`config.mk`:
```
export PLATFORM = sky130hd
export DESIGN_NAME = alarm_ring_ctrl
export DESIGN_NICKNAME = d
export VERILOG_FILES = /design/src/rtl/alarm_ring_ctrl.sv
export SDC_FILE = /design/constraint.sdc
export NUM_CORES = 1
export LEC_CHECK = 0
export BUFFER_PORTS_ARGS = -buffer_cell sky130_fd_sc_hd__buf_2
export CORE_MARGIN = 2
export CORE_UTILIZATION = 30
export CTS_BUF_LIST = sky130_fd_sc_hd__clkbuf_4 sky130_fd_sc_hd__clkbuf_8
export CTS_CLUSTER_SIZE = 28
export DETAILED_ROUTE_END_ITERATION = 6
export REMOVE_ABC_BUFFERS = 1
export SYNTH_ARGS = -nofsm -noshare
export SYNTH_HDL_FRONTEND = slang
export SYNTH_SLANG_ARGS = --single-unit
```
`constraint.sdc`:
```
create_clock -name clk -period 2.28 [get_ports clk]
set_input_delay 0.228 -clock clk [delete_from_list [all_inputs] [get_ports clk]]
set_output_delay 0.228 -clock clk [all_outputs]
set_load 0.005 [all_outputs]
```
`src/rtl/alarm_ring_ctrl.sv`:
```
// Alarm ring/snooze/acknowledge sequencer for the VGA clock alarm box and buzzer.
// The blink phase advances on frame ticks so the box flashes in step with the display.
module alarm_ring_ctrl #(
  parameter int FRAMES_PER_HALF = 30,
  parameter int RING_HALVES     = 120,
  parameter int SNOOZE_FRAMES   = 18000
) (
  input  logic clk,
  input  logic reset,
  input  logic frame_tick,
  input  logic alarm_match,
  input  logic alarm_enable,
  input  logic ack,
  input  logic snooze,
  output logic box_visible,
  output logic buzzer,
  output logic ringing,
  output logic snoozed
);

  localparam int FMAX = (FRAMES_PER_HALF > SNOOZE_FRAMES) ? FRAMES_PER_HALF : SNOOZE_FRAMES;
  localparam int FW   = ($clog2(FMAX) > 0) ? $clog2(FMAX) : 1;
  localparam int HW   = ($clog2(RING_HALVES) > 0) ? $clog2(RING_HALVES) : 1;

  localparam logic [FW-1:0] HALF_LAST   = FW'(FRAMES_PER_HALF - 1);
  localparam logic [FW-1:0] SNOOZE_LAST = FW'(SNOOZE_FRAMES - 1);
  localparam logic [HW-1:0] RING_LAST   = HW'(RING_HALVES - 1);

  typedef enum logic [1:0] {
    IDLE       = 2'd0,
    RING       = 2'd1,
    SNOOZE     = 2'd2,
    WAIT_CLEAR = 2'd3
  } state_t;

  state_t        state;
  logic [FW-1:0] frame_cnt;
  logic [HW-1:0] half_cnt;
  logic          blink_phase;

  logic half_roll;
  assign half_roll = frame_tick && (frame_cnt == HALF_LAST);

  always_ff @(posedge clk) begin
    if (reset) begin
      state       <= IDLE;
      frame_cnt   <= '0;
      half_cnt    <= '0;
      blink_phase <= 1'b0;
      box_visible <= 1'b0;
      buzzer      <= 1'b0;
      ringing     <= 1'b0;
      snoozed     <= 1'b0;
    end else if (!alarm_enable) begin
      state       <= IDLE;
      frame_cnt   <= '0;
      half_cnt    <= '0;
      blink_phase <= 1'b0;
      box_visible <= 1'b0;
      buzzer      <= 1'b0;
      ringing     <= 1'b0;
      snoozed     <= 1'b0;
    end else begin
      unique case (state)
        IDLE: begin
          if (alarm_match) begin
            state       <= RING;
            frame_cnt   <= '0;
            half_cnt    <= '0;
            blink_phase <= 1'b1;
            box_visible <= 1'b1;
            buzzer      <= 1'b1;
            ringing     <= 1'b1;
          end
        end

        RING: begin
          if (ack || (half_roll && half_cnt == RING_LAST)) begin
            state       <= WAIT_CLEAR;
            frame_cnt   <= '0;
            half_cnt    <= '0;
            blink_phase <= 1'b0;
            box_visible <= 1'b0;
            buzzer      <= 1'b0;
            ringing     <= 1'b0;
          end else if (snooze) begin
            // A tick landing here is swallowed by the snooze timer reset.
            state       <= SNOOZE;
            frame_cnt   <= '0;
            half_cnt    <= '0;
            blink_phase <= 1'b0;
            box_visible <= 1'b0;
            buzzer      <= 1'b0;
            ringing     <= 1'b0;
            snoozed     <= 1'b1;
          end else if (half_roll) begin
            frame_cnt   <= '0;
            half_cnt    <= half_cnt + HW'(1);
            blink_phase <= ~blink_phase;
            box_visible <= ~blink_phase;
            buzzer      <= ~blink_phase;
          end else if (frame_tick) begin
            frame_cnt <= frame_cnt + FW'(1);
          end
        end

        SNOOZE: begin
          if (ack) begin
            state     <= WAIT_CLEAR;
            frame_cnt <= '0;
            snoozed   <= 1'b0;
          end else if (frame_tick && frame_cnt == SNOOZE_LAST) begin
            state       <= RING;
            frame_cnt   <= '0;
            half_cnt    <= '0;
            blink_phase <= 1'b1;
            box_visible <= 1'b1;
            buzzer      <= 1'b1;
            ringing     <= 1'b1;
            snoozed     <= 1'b0;
          end else if (frame_tick) begin
            frame_cnt <= frame_cnt + FW'(1);
          end
        end

        WAIT_CLEAR: begin
          // Hold off until the matching minute passes so it cannot retrigger.
          if (!alarm_match) state <= IDLE;
        end

        default: state <= IDLE;
      endcase
    end
  end

endmodule

```
==> results of run 1 <==
[final cells by class]
| class | instances | area [µm²] |
|---|---|---|
| Inverter | 4 | 15.01 |
| Timing Repair Buffer | 24 | 155.1 |
| Sequential cell | 27 | 540.5 |
| Tap cell | 72 | 90.09 |
| Fill cell | 609 | 3568 |
| Clock inverter | 1 | 5.005 |
| Multi-Input combinational cell | 165 | 1192 |
| Clock buffer | 3 | 41.29 |
[report_power, final]
part	total, µW	internal, µW	switching, µW
Clock	285	123	162
Sequential	478	475	2.78
Combinational	113	49.1	63.7
[cells in the final DEF, fill, tap and decap left out, types with 4 or more instances in the layout]
master,synthesis,layout
ha_1,8,8
nor3_1,7,7
buf_4,1,14
o21ai_1,7,7
a41o_1,4,4
a21oi_1,10,9
nor2_1,5,5
nand3_1,6,6
buf_2,1,10
a21o_1,5,5
dfxtp_1,27,27
inv_1,4,4
nand2_1,23,23
o31ai_1,6,6
or4_1,6,6
and3_1,4,4
nor2b_1,4,4
[cell families after synthesis]
logic type | Yosys count | share of synthesized area (%)
AND/OR/NAND/NOR | 92 | 33.73
AO/OA/AOI/OAI | 58 | 23.10
flip-flops | 27 | 30.62
buffers and inverters | 12 | 3.685
adder cells (fa/ha/maj) | 8 | 5.670
XOR/XNOR | 3 | 1.489
multiplexers | 3 | 1.701
[final timing paths]
check	startpoint	to	slack (ps)	depth (start not counted)
hold / removal	frame_tick	frame_cnt[0]$_SDFFE_PP0P_	280	3
setup / recovery	state[0]$_SDFFE_PP0P_	half_cnt[1]$_SDFFE_PP0P_	130	7
setup reg to reg	state[0]$_SDFFE_PP0P_	half_cnt[1]$_SDFFE_PP0P_	130	7
hold reg to reg	half_cnt[6]$_SDFFE_PP0P_	half_cnt[6]$_SDFFE_PP0P_	490	2
[routing by layer]
layer  vias to the layer above  GRT usage [%]
li1                        817              -
met3                         2          3.146
met4                         0          2.373
met1                       764          17.41
met2                        19          23.25
met5                         -              0
[through the flow]
| step | cells | cell area, µm² | power (µW) |
|---|---|---|---|
| 2_1_floorplan | 195 | 1715 | 547.6 |
| 3_3_place_gp | 291 | 1961 | 591.8 |
| 3_5_place_dp | 291 | 1961 | 592.5 |
| 4_1_cts | 295 | 2007 | 876.4 |
| 5_1_grt | 296 | 2039 | 922.7 |
| 6_report | 296 | 2039 | 876.2 |
[synth_stat cells (5+ instances only)]
| library cell | count |
|---|---|
| nand3_1 | 6 |
| a21oi_1 | 10 |
| nor3_1 | 7 |
| or4_1 | 6 |
| o31ai_1 | 6 |
| ha_1 | 8 |
| o21ai_1 | 7 |
| a21o_1 | 5 |
| dfxtp_1 | 27 |
| nor2_1 | 5 |
| nand2_1 | 23 |
[registers in the layout, summed over array words and instances, names as in the netlist]
signal	flops
frame_cnt	15
half_cnt	7
state	2
blink_phase	1
ringing	1
snoozed	1
[critical path: cells and delay by family (launching register included)]
kind / cells / cell delay (ps)
AO/OA/AOI/OAI: 2 / 460
adder cells (fa/ha/maj): 1 / 230
buffers and inverters: 1 / 70
flip-flops: 1 / 340
AND/OR/NAND/NOR: 3 / 990
[timing repair]
action / 4_1_cts / 5_1_grt
hold buffers: 0 / 0
setup buffers: 0 / 0
setup endpoints to repair: 0 / 7
gates resized for setup: 0 / 5
==> qor.yml, run 1 <==
grt:
  grt_max_degree: 17
  grt_pass1_wl_um: 7065
  grt.total_usage_pct: 13.51
  grt_pass1_vias: 1548
  antenna_found_initial: 0
  overflow: 0
cts:
  insertion_delay_ps: 280
  clockBufferDepth: 2
  clk_pin_slew_worst_paths_ps: 100
  clock-sinks: 27
  htreeDepth: 1
  root_buffer: "clkbuf_8"
  cts_tree: "built"
  cts_inserted_buffers: 3
place:
  io_buffers: 10
  dp_hpwl_um: 3013
  pre_cts_ws_ps: 53.07
  gp_congestion: 0.7950
setup_path:
  cp-end-kind: "flip-flop"
  cp.arrival_ps: 2380
  max_stage_delay_ps: 520
  cp_max_fo: 7
  path_class: "flip-flop to flip-flop"
  slowest_stage: "or4b_1"
  start_kind: "flip-flop"
  crit_required_ps: 2500
  crit_chain: "inv_1, ha_1, nor2b_1, or2_2, o31a_4, or4b_1, a21oi_2"
synthesis:
  syn_inst: 203
  yosysTopAreaCellShare_pct: 30.62
  ys_warn_count: 0
  synth_edf_count: 0
  yosysUniqueCellTypes: 62
  synth_top_flop_cell: "dfxtp_1"
  synth_seq_cells: 27
  yosys.area.top_type: "dfxtp_1"
  synth_area_um2: 1765
  synth_area_leaders: "dfxtp_1 31%, ha_1 5.7%, nand2_1 4.9%"
  async_reset_ff_share_pct: 0
  syn-mean-instance-area_um2: 8.697
  synth-seq-area-share_pct: 30.62
status:
  outcome: "finished, final reports clean"
sta:
  whs_ps: 279.5
  layout_setup_ws_ps: 125.2
  fin_crit_sh_pct: 94.51
  hold_viol_final: 0
  tightest_slew_ps: 672.4
  slew_violations: 0
  rsz0062_at_grt: "false"
  max_freq_ghz: 0.4641
  fin_crit_ps: 2155
  clock_skew_ps: 8.440
  relSlewSlack_pct: 55.01
  tns_ps: 0
  setup_viol: 0
hold_path:
  min-delay-path-class: "input pin to flip-flop"
pwr:
  p_leak_uw: 0.0008033
  power_density_nw_per_um2: 429.6
  peakVddDrop_mv: 0.2197
floorplanning:
  io_pins: 11
  rows: 27
  die_w_um: 80.71
  dieArea_um2: 6514
  start_util_pct: 31.48
  core-area_um2: 5608
  die_height_um: 80.71
layout:
  layout-drive-gt1-share_pct: 20.09
  synthToLayoutAreaGrowth_pct: 15.52
  antennaDiodeCount: 0
  final_core_util_pct: 36.37
  nets: 240
drt:
  met1_length_um: 2044
  drc: 0
  detail-route-antenna-nets: 0
  detail_route.vias_per_cell: 5.412
  num_vias: 1602
  wl_met2_um: 1942
  dr.pass1.iters: 4
  wirelength_um: 4123
  dr_wl_met3_um: 117
  wl_per_cell_um: 13.93
  top_layer: "met4"
  drt_iter0_markers: 55
job:
  cap_violations: 0
(Power assumes the default switching activity.)
==> run 2, diff against run 1 <==
--- a/config.mk
+++ b/config.mk
@@ -6,7 +6,7 @@
 export NUM_CORES = 1
 export LEC_CHECK = 0
 export BUFFER_PORTS_ARGS = -buffer_cell sky130_fd_sc_hd__buf_2
-export CORE_MARGIN = 2
+export CORE_MARGIN = 1.5
 export CORE_UTILIZATION = 30
 export CTS_BUF_LIST = sky130_fd_sc_hd__clkbuf_4 sky130_fd_sc_hd__clkbuf_8
 export CTS_CLUSTER_SIZE = 28
==> qor.yml, run 2 (synthesis results as in run 1) <==
status:
  outcome: "finished, final reports clean"
place:
  gp_congestion: 0.7933
  io_buffers: 10
  dp_hpwl_um: 3017
  place_area_um2: 1961
  place_inst: 291
grt:
  grt_pass1_vias: 1477
  grt_pass1_wl_um: 6789
  met2_usage_pct: 22.54
  overflow: 0
  grt.total_usage_pct: 13.19
  met3_usage_pct: 2.400
  antenna_found_initial: 0
  busiest_layer: "met2"
  grt_max_degree: 17
  use_met1_pct: 17.46
floorplanning:
  die_height_um: 79.71
  die_w_um: 79.71
  core-area_um2: 5608
  rows: 27
  dieArea_um2: 6354
  start_util_pct: 31.48
  io_pins: 11
cts:
  cts_tree: "built"
  clock-sinks: 27
  clockBufferDepth: 2
  clk_pin_slew_worst_paths_ps: 100
  cts_hold_buffers: 0
  htreeDepth: 1
  insertion_delay_ps: 280
  cts_inserted_buffers: 3
  root_buffer: "clkbuf_8"
layout:
  final_core_util_pct: 35.94
  nets: 239
  antennaDiodeCount: 0
  final_area_um2: 2016
  synthToLayoutAreaGrowth_pct: 14.17
  layout-drive-gt1-share_pct: 18.39
  layout_commonest_cell: "dfxtp_1"
  finalNonFillerCells: 295
  largest_register_ffs: 15
  reg_top3: "frame_cnt (15), half_cnt (7), state (2)"
  top_register: "frame_cnt"
  final_cell_mix: "27 x dfxtp_1, 23 x nand2_1, 14 x buf_4, 10 x a21oi_1, 10 x buf_2"
drt:
  drc: 0
  num_vias: 1630
  detail-route-antenna-nets: 0
  wirelength_um: 3989
  dr.pass1.iters: 4
  wl_per_cell_um: 13.52
  drt_iter0_markers: 97
  detail_route.vias_per_cell: 5.525
pwr:
  p_leak_uw: 0.0007993
  power_density_nw_per_um2: 430.6
  peakVddDrop_mv: 0.2698
sta:
  max_freq_ghz: 0.4633
  slew_violations: 0
  relSlewSlack_pct: 54.56
  hold_viol_final: 0
  setup_viol: 0
  tightest_slew_ps: 679.1
  fin_crit_ps: 2159
  clock_skew_ps: 8.228
  fin_crit_sh_pct: 94.68
setup_path:
  cp.arrival_ps: 2380
  cp_max_fo: 15
  path_class: "flip-flop to flip-flop"
  cp-end-kind: "flip-flop"
  crit_required_ps: 2500
  start_kind: "flip-flop"
job:
  cap_violations: 0
hold_path:
  min-delay-path-class: "input pin to flip-flop"
-- run 2: changes by cell type in the layout (fill, tap and decap cells not counted), sizes merged --
cell / previous run / this run
o31a: 2 / 1
-- run 2: cell type report --
class / count / area, µm²
Multi-Input combinational cell: 164 / 1169
Sequential cell: 27 / 540.5
Tap cell: 72 / 90.09
Inverter: 4 / 15.01
Fill cell: 617 / 3592
Clock inverter: 1 / 5.005
Timing Repair Buffer: 24 / 155.1
Clock buffer: 3 / 41.29
-- run 2: path summary, 6_finish.rpt --
check	startpoint	to	slack [ps]	depth (start not counted)
worst min register to register	ringing$_SDFFE_PP0P_	ringing$_SDFFE_PP0P_	480	2
worst min-delay path	frame_tick	frame_cnt[0]$_SDFFE_PP0P_	280	3
worst max-delay path	state[0]$_SDFFE_PP0P_	half_cnt[1]$_SDFFE_PP0P_	120	7
worst max register to register	state[0]$_SDFFE_PP0P_	half_cnt[1]$_SDFFE_PP0P_	120	7
-- run 2: per-layer routing --
| metal | up-vias | wire length, µm |
|---|---|---|
| met1 | 768 | 1950 |
| met5 | - | 0 |
| met3 | 2 | 170 |
| met2 | 38 | 1847 |
| li1 | 822 | - |
| met4 | 0 | 21 |
-- run 2: worst max-delay path: stages (launching register included) --
cell and delay (ps):
dfxtp_1 340, inv_1 70, ha_1 230, nor2b_1 150, or2_2 310, o31a_4 350, or4b_1 510, a21oi_1 140
-- run 2: repair_timing --
item | in CTS | in global routing
endpoints found under the setup margin | 0 | 8
gates resized for setup | 0 | 2
buffers inserted | 0 | 0
-- run 2: power breakdown --
group | switching, µW | internal (µW)
clock network | 161 | 123
logic | 60.4 | 46.0
registers | 2.35 | 475
total | 224 | 644
-- run 2: stage by stage --
stage               TNS, ps  total power (µW)  hold slack [ps]  setup WS [ps]
floorplan                 0             547.6            405.6          8.233
global placement          0             591.9            462.4          81.95
detailed placement        0             591.4            472.4          48.81
CTS                       0             874.2            273.9          25.34
global route         -2.795             911.2            303.4         -2.795
finish                    0             867.9            281.3          121.4
==> run 3, diff against run 2 <==
--- a/config.mk
+++ b/config.mk
@@ -6,7 +6,6 @@
 export NUM_CORES = 1
 export LEC_CHECK = 0
 export BUFFER_PORTS_ARGS = -buffer_cell sky130_fd_sc_hd__buf_2
-export CORE_MARGIN = 1.5
 export CORE_UTILIZATION = 30
 export CTS_BUF_LIST = sky130_fd_sc_hd__clkbuf_4 sky130_fd_sc_hd__clkbuf_8
 export CTS_CLUSTER_SIZE = 28
==> qor.yml, run 3 (synthesis results as in run 1) <==
sta:
  max_freq_ghz: 0.4560
  fin_crit_sh_pct: 96.19
  tns_ps: 0
  setup_viol: 0
  relSlewSlack_pct: 54.16
  slew_violations: 0
  tightest_slew_ps: 685.0
  clock_skew_ps: 2.886
  fin_crit_ps: 2193
  hold_viol_final: 0
cts:
  htreeDepth: 1
  clock-sinks: 27
  cts_inserted_buffers: 3
  cts_tree: "built"
  clk_pin_slew_worst_paths_ps: 100
  clockBufferDepth: 2
  insertion_delay_ps: 270
  root_buffer: "clkbuf_8"
  post_cts_buffers: 0
grt:
  antenna_found_initial: 0
  grt.total_usage_pct: 13.69
  grt_pass1_wl_um: 6941
  grt_max_degree: 17
  grt_pass1_vias: 1543
  overflow: 0
floorplanning:
  dieArea_um2: 6195
  die_w_um: 78.71
  core-area_um2: 5574
  rows: 27
  die_height_um: 78.71
  io_pins: 11
  start_util_pct: 31.67
place:
  gp_congestion: 0.7741
  io_buffers: 10
  place_inst: 291
  place_area_um2: 1961
  dp_hpwl_um: 2950
drt:
  wl_per_cell_um: 13.38
  detail-route-antenna-nets: 0
  dr.pass1.iters: 4
  drt_iter0_markers: 78
  wirelength_um: 3948
  num_vias: 1594
  drc: 0
  detail_route.vias_per_cell: 5.403
layout:
  reg_top3: "frame_cnt (15), half_cnt (7), state (2)"
  layout-drive-gt1-share_pct: 18.83
  final_cell_mix: "27 x dfxtp_1, 23 x nand2_1, 14 x buf_4, 10 x buf_2, 9 x a21oi_1"
  layout_commonest_cell: "dfxtp_1"
  final_area_um2: 2022
  largest_register_ffs: 15
  fillers: 596
  antennaDiodeCount: 0
  nets: 239
  synthToLayoutAreaGrowth_pct: 14.53
  final_core_util_pct: 36.27
  finalNonFillerCells: 295
  top_register: "frame_cnt"
setup_path:
  max_stage_delay_ps: 540
  start_kind: "flip-flop"
  r2r_end: "half_cnt[1]$_SDFFE_PP0P_"
  r2r.worst_path.cells: 7
  slowest_stage: "or4b_1"
  cp_max_fo: 13
  crit_chain: "inv_1, ha_1, nor2b_1, or2_2, o31a_4, or4b_1, a21oi_2"
  rrSetupSlack_ps: 90
  path_class: "flip-flop to flip-flop"
  cp-end-kind: "flip-flop"
  cp.arrival_ps: 2410
  crit_required_ps: 2500
  r2r_start: "state[0]$_SDFFE_PP0P_"
job:
  cap_violations: 0
hold_path:
  min-delay-path-class: "input pin to flip-flop"
  hp-start: "frame_tick"
  hold_end: "frame_cnt[0]$_SDFFE_PP0P_"
  hold_depth: 3
pwr:
  power_density_nw_per_um2: 433.1
  total_power_uw: 875.8
  peakVddDrop_mv: 0.2410
  p_leak_uw: 0.0008000
status:
  outcome: "finished, final reports clean"
==> run 3: cell count changes in the layout (fill, tap and decap cells not counted) <==
cell,delta
a21oi_2,+1
a21oi_1,-1
clkbuf_4,+1
clkinv_2,-1
==> run 3: final cells by class <==
| type | instances | area [µm²] | area share, % |
|---|---|---|---|
| repair buffers | 24 | 155.1 | 7.673 |
| flip-flops and latches | 27 | 540.5 | 26.73 |
| clock buffers | 4 | 48.80 | 2.413 |
| multi-input cells | 164 | 1172 | 57.98 |
| inverters | 4 | 15.01 | 0.7426 |
| well taps | 72 | 90.09 | 4.455 |
==> run 3: worst max path at each step <==
stage	to	slack (ps)	startpoint	cells past startpoint
floorplan	half_cnt[1]$_SDFFE_PP0P_	8	state[0]$_SDFFE_PP0P_	7
global placement	half_cnt[1]$_SDFFE_PP0P_	110	state[0]$_SDFFE_PP0P_	7
detailed placement	half_cnt[1]$_SDFFE_PP0P_	50	state[0]$_SDFFE_PP0P_	7
CTS	half_cnt[1]$_SDFFE_PP0P_	20	state[0]$_SDFFE_PP0P_	7
global route	half_cnt[1]$_SDFFE_PP0P_	-1	state[0]$_SDFFE_PP0P_	7
finish	half_cnt[1]$_SDFFE_PP0P_	90	state[0]$_SDFFE_PP0P_	7
==> run 3: what timing repair did <==
| action | in CTS | in global routing |
|---|---|---|
| endpoints found under the setup margin | 0 | 8 |
| hold buffers | 0 | 0 |
| gates resized for setup | 0 | 3 |
==> run 3: per-stage QoR <==
stage,hold slack [ps],setup slack (ps)
after floorplan,405.6,8.233
after global placement,464.4,106.3
after detailed placement,464.6,54.80
after CTS,276.3,21.17
after global routing,302.1,-1.429
final,280.1,86.98
==> run 3: power breakdown <==
part	total [µW]	switching, µW	internal, µW	leakage [µW]
sequential	478	2.39	475	0.000218
combinational	106	60.5	45.9	0.000556
clock	292	154	137	0.0000262
total	876	217	659	0.000800
==> run 3: routing by layer <==
layer	GRT usage [%]	share of wire (%)	up-vias
li1	-	-	818
met1	18.19	50	755
met2	23.30	47	19
met3	2.759	2.2	2
met4	1.667	0.48	0
met5	0	0	-
==> run 3: worst max-delay path: cells and delay by family (launching register included) <==
kind / cells / cell delay (ps)
AOI/OAI and AO/OA: 2 / 490
adders and majority gates: 1 / 230
buffers and inverters: 1 / 80
DFF: 1 / 350
and+or+nand+nor: 3 / 1000
